### src/rtl/conv_pkg.sv
// Shared widths and FIFO entry layout for the convolution output quantizer.
package conv_pkg;
    localparam int ACC_SIZE      = 21;
    localparam int OUT_WIDTH     = 8;
    localparam int OUTS_PER_CONV = 97;

    typedef struct packed {
        logic                        last;
        logic signed [OUT_WIDTH-1:0] data;
    } fifo_entry_t;
endpackage

### src/rtl/sync_fifo.sv
// Generic synchronous FIFO with occupancy count.
// Latency: entry written at edge k is presented on rd_dat after edge k.
// Backpressure: writes dropped when full, reads ignored when empty; producer flow-controls on count.
module sync_fifo #(
    parameter int W     = 9,
    parameter int DEPTH = 4
) (
    input  logic                     clk,
    input  logic                     reset,
    input  logic                     wr_vld,
    input  logic [W-1:0]             wr_dat,
    input  logic                     rd_rdy,
    output logic                     rd_vld,
    output logic [W-1:0]             rd_dat,
    output logic [$clog2(DEPTH):0]   count
);
    localparam int AW = $clog2(DEPTH);

    logic [W-1:0]  mem [DEPTH];
    logic [AW-1:0] wr_ptr;
    logic [AW-1:0] rd_ptr;
    logic          do_wr;
    logic          do_rd;

    assign rd_vld = (count != '0);
    assign do_rd  = rd_rdy && rd_vld;
    assign do_wr  = wr_vld && (count != (AW+1)'(DEPTH));
    assign rd_dat = mem[rd_ptr];

    // Depth is a power of two, so pointers wrap by plain overflow.
    always_ff @(posedge clk) begin
        if (reset) begin
            wr_ptr <= '0;
            rd_ptr <= '0;
            count  <= '0;
            for (int i = 0; i < DEPTH; i++) mem[i] <= '0;
        end else begin
            if (do_wr) begin
                mem[wr_ptr] <= wr_dat;
                wr_ptr      <= wr_ptr + AW'(1);
            end
            if (do_rd) rd_ptr <= rd_ptr + AW'(1);
            case ({do_wr, do_rd})
                2'b10:   count <= count + (AW+1)'(1);
                2'b01:   count <= count - (AW+1)'(1);
                default: count <= count;
            endcase
        end
    end
endmodule

### src/rtl/conv_out_quant.sv
// Requantizes convolution sums (round, arithmetic shift, saturate; optional ReLU via CONV_OUT_RELU_EN) and tags the last sample per convolution.
// Latency: sample accepted at edge k is valid on the output after edge k+1.
// Backpressure: s_ready_y from registered occupancy (fifo + pipe) only; output held while m_ready_q low.
module conv_out_quant #(
    parameter int ACC_SIZE      = conv_pkg::ACC_SIZE,
    parameter int OUT_WIDTH     = conv_pkg::OUT_WIDTH,
    parameter int SHIFT         = 8,
    parameter int FIFO_DEPTH    = 4,
    parameter int OUTS_PER_CONV = conv_pkg::OUTS_PER_CONV
) (
    input  logic                        clk,
    input  logic                        reset,
    input  logic                        s_valid_y,
    output logic                        s_ready_y,
    input  logic signed [ACC_SIZE-1:0]  s_data_in_y,
    output logic                        m_valid_q,
    input  logic                        m_ready_q,
    output logic signed [OUT_WIDTH-1:0] m_data_out_q,
    output logic                        m_last_q
);
    import conv_pkg::fifo_entry_t;

    localparam int CNT_W = (OUTS_PER_CONV > 1) ? $clog2(OUTS_PER_CONV) : 1;
    localparam int FCW   = $clog2(FIFO_DEPTH) + 1;
    localparam logic [CNT_W-1:0]       LAST_IDX = CNT_W'(OUTS_PER_CONV - 1);
    localparam logic signed [ACC_SIZE:0] RND     = (ACC_SIZE+1)'(1) << (SHIFT - 1);
    localparam logic signed [ACC_SIZE:0] SAT_MAX = (ACC_SIZE+1)'((1 << (OUT_WIDTH - 1)) - 1);
    localparam logic signed [ACC_SIZE:0] SAT_MIN = ~SAT_MAX;

    logic signed [ACC_SIZE:0]    x_ext;
    logic signed [ACC_SIZE:0]    rounded;
    logic signed [OUT_WIDTH-1:0] q_val;
    logic                        in_xfer;
    logic                        pipe_valid;
    logic signed [OUT_WIDTH-1:0] pipe_data;
    logic                        pipe_last;
    logic [CNT_W-1:0]            sample_cnt;
    logic [FCW-1:0]              fifo_count;
    fifo_entry_t                 wr_entry;
    fifo_entry_t                 rd_entry;

    // One extra bit of headroom so the rounding add cannot wrap.
    always_comb begin
        x_ext = {s_data_in_y[ACC_SIZE-1], s_data_in_y};
`ifdef CONV_OUT_RELU_EN
        if (s_data_in_y[ACC_SIZE-1]) x_ext = '0;
`endif
        rounded = (x_ext + RND) >>> SHIFT;
        if (rounded > SAT_MAX)      q_val = SAT_MAX[OUT_WIDTH-1:0];
        else if (rounded < SAT_MIN) q_val = SAT_MIN[OUT_WIDTH-1:0];
        else                        q_val = rounded[OUT_WIDTH-1:0];
    end

    // The pipe slot counts as occupied so a full FIFO never receives an extra write.
    assign s_ready_y = ({1'b0, fifo_count} + (FCW+1)'(pipe_valid)) < (FCW+1)'(FIFO_DEPTH);
    assign in_xfer   = s_valid_y && s_ready_y;

    always_ff @(posedge clk) begin
        if (reset) begin
            pipe_valid <= 1'b0;
            pipe_data  <= '0;
            pipe_last  <= 1'b0;
            sample_cnt <= '0;
        end else begin
            pipe_valid <= in_xfer;
            if (in_xfer) begin
                pipe_data  <= q_val;
                pipe_last  <= (sample_cnt == LAST_IDX);
                sample_cnt <= (sample_cnt == LAST_IDX) ? '0 : sample_cnt + CNT_W'(1);
            end
        end
    end

    always_comb begin
        wr_entry      = '0;
        wr_entry.last = pipe_last;
        wr_entry.data = pipe_data;
    end

    sync_fifo #(
        .W     ($bits(fifo_entry_t)),
        .DEPTH (FIFO_DEPTH)
    ) u_fifo (
        .clk    (clk),
        .reset  (reset),
        .wr_vld (pipe_valid),
        .wr_dat (wr_entry),
        .rd_rdy (m_ready_q),
        .rd_vld (m_valid_q),
        .rd_dat (rd_entry),
        .count  (fifo_count)
    );

    assign m_data_out_q = rd_entry.data;
    assign m_last_q     = rd_entry.last;
endmodule

### config.mk
export PLATFORM = sky130hd
export DESIGN_NAME = conv_out_quant
export DESIGN_NICKNAME = d
export VERILOG_FILES = /design/src/rtl/conv_pkg.sv /design/src/rtl/sync_fifo.sv /design/src/rtl/conv_out_quant.sv
export SDC_FILE = /design/constraint.sdc
export NUM_CORES = 1
export LEC_CHECK = 0
export BUFFER_PORTS_ARGS = -buffer_cell sky130_fd_sc_hd__buf_2
export CORE_ASPECT_RATIO = 1.4
export CORE_UTILIZATION = 40
export CTS_CLUSTER_SIZE = 8
export DETAILED_ROUTE_END_ITERATION = 10
export GPL_TIMING_DRIVEN = 1
export MAX_ROUTING_LAYER = met4
export PLACE_DENSITY = 0.61
export SYNTH_ARGS = -nofsm -noshare
export SYNTH_HDL_FRONTEND = slang
export SYNTH_HIERARCHICAL = 1
export SYNTH_SLANG_ARGS = --single-unit
### constraint.sdc
create_clock -name clk -period 2.4 [get_ports clk]
set_input_delay 0.36 -clock clk [delete_from_list [all_inputs] [get_ports clk]]
set_output_delay 0.36 -clock clk [all_outputs]
set_load 0.02 [all_outputs]
==> out/qor.csv <==
metric,value,unit
Top-Level Pins,36,
post_cts resized,0,
Initial Utilization,0.4139,
Yosys reg bits,62,
IO Port Bufs,28,
drt wl/cell,14.37,um
fin crit share,0.9008,
initial antenna violation count,0,
status,"complete, no violations",
P per Cell Area,859.7,nW/um2
ANT nets after route,0,
Final nets,334,
row count,37,
CTS tree,done,
pin count of the biggest net entering global routing,22,
DRT Pass-1 Iters,4,
"EDFF count, synth",36,
hold buffer count at cts,0,
CP Max Fanout,7,
slew at the pin closest to its max-slew limit,719.5,ps
CTS HTree Levels,3,
worst clock skew,4.719,ps
initial detailed-routing violation count,99,
Die Y,105.6,um
Worst EP required,2660,ps
most frequent cells in the layout,"and2_1, edfxtp_1, buf_2, nor2_1, dfxtp_1",
"Worst Path Class, Setup",flop to flop,
final worst slack,238.0,ps
# fillers,729,
number of global-route vias before repair,2093,
root buffer cell,clkbuf_8,
Setup crit end kind,flop,
Routed WL,5.833,mm
Cells after Synth,263,
Slew Limit Headroom,0.5163,
"Distinct cells, synth",56,
global-route wire length before repair,9.791,mm
"Cell Area, Synth",3065,um2
max_cap viols,0,
GPL Wtd Cong,0.7814,
# DRC,0,
startpoint class of the critical path,flop,
unrepaired setup endpoints after global routing,no,
DP HPWL,4.198,mm
Clock Tree Buf Depth,2,
Post-Syn Nets,293,
top_reg_cell synth,edfxtp_1,
DIE WIDTH,75.99,um
CTS Buf Count,9,
HP Class,input pin to flop,
Final min period,2162,ps
CTS sink count,62,
clock slew at reported path FFs,70,ps
Via density,5.182,
share of layout cells above drive strength 1,0.2492,
Antenna Cells,0,
final setup fails,0,
Worst-Skew Late Latency,330,ps
"most common cell after layout, fill and taps aside",and2_1,
gr ovfl total,0,
worst vdd ir,381.4,uV
R2R setup slack,240,ps
register area,1602,um2
area grow syn2layout,16.53,%
Max Clk Rate,462.5,MHz
pre-CTS setup slack,169.9,ps
Syn Area/Cell,11.66,um2
area of the multi-input gates,1406,um2
pins over their slew limit,0,
leakage power,1.316,nW
Total GRT Usage,0.1658,
via count,2104,
setup bufs post-CTS,0,
Hold Fails Final Rpt,0,
die area,8023,um2
Core Footprint,7407,um2
synth warn,6,
Critical Path AT,2420,ps
register area share after synthesis,0.5224,
post-route setup TNS,0,ps
Async SR Flop Fraction,0,
## sequential cells by signal, indices dropped and copies added (netlist names), named ones only
register and count:
pipe_data 8, pipe_last 1, pipe_valid 1, sample_cnt 7, u_fifo/count 3, u_fifo/mem 36
u_fifo/rd_ptr 2, u_fifo/wr_ptr 2
## routing by layer
layer / track usage / part of all wire
met5: - / 0
met4: 0.07418 / 0.0060
met3: 0.03896 / 0.022
met2: 0.3032 / 0.56
met1: 0.1667 / 0.41
## critical path, stage by stage (launching register included)
cell	delay [ps]
dfxtp_1	390
nor3b_4	240
nor2_2	70
inv_1	70
ha_1	180
inv_1	60
fa_1	380
xor2_1	160
or3_2	410
a21oi_1	140
## metrics by stage
stage                     instance area (um2)  total power [mW]  hold WS (ps)    util  cells
after floorplan                          3065             1.896         429.1       -    263
after global placement                   3359             2.123         468.8  0.4535    390
after detailed placement                 3359             2.132         496.7  0.4535    390
after CTS                                3572             3.113         367.5  0.4823    406
after global routing                     3572             3.243         399.2  0.4823    406
final                                    3572             3.071         384.4  0.4823    406
## report_power, final
part | total, mW | switching, mW | internal, mW
logic | 0.766 | 0.428 | 0.339
registers | 1.33 | 0.0906 | 1.24
clock network | 0.974 | 0.397 | 0.577
## cell usage after synthesis (4+ instances only)
cell       n  area share
nand3_1    5      0.0082
xnor2_1    5       0.014
nand2b_1   4      0.0082
xor2_1     8       0.023
inv_1     10       0.012
a21oi_1   11       0.018
and2_1    37       0.076
nand2_1   15       0.018
nor2_1    27       0.033
mux4_2     9       0.066
edfxtp_1  36        0.35
nand4_1    5       0.010
a311oi_1   6       0.017
dfxtp_1   26        0.17
ha_1       4       0.016
## area by class of cell
class | instances | share of cell area
Sequential cell | 62 | 0.4483
Multi-Input combinational cell | 186 | 0.3937
Timing Repair Buffer | 35 | 0.05394
Clock buffer | 9 | 0.03468
Tap cell | 97 | 0.03398
Clock inverter | 7 | 0.02487
Inverter | 10 | 0.01051
## path summary, 6_finish.rpt
check | startpoint | endpoint | cells after the start
max reg2reg | u_fifo/count[0] | u_fifo/count[2] | 9
min | s_data_in_y[14] | pipe_data[6] | 3
max | u_fifo/count[0] | u_fifo/count[2] | 9
min reg2reg | sample_cnt[6] | sample_cnt[6] | 2
## logic make-up after synthesis
logic type | count (synthesis) | synth area share
simple gates | 119 | 0.2363
flops | 62 | 0.5225
xor+xnor | 13 | 0.03714
buf+inv | 15 | 0.01877
mux | 9 | 0.06612
fa+ha+maj | 5 | 0.02286
compound gates | 40 | 0.09633
Power figures use the tool's default switching activity.
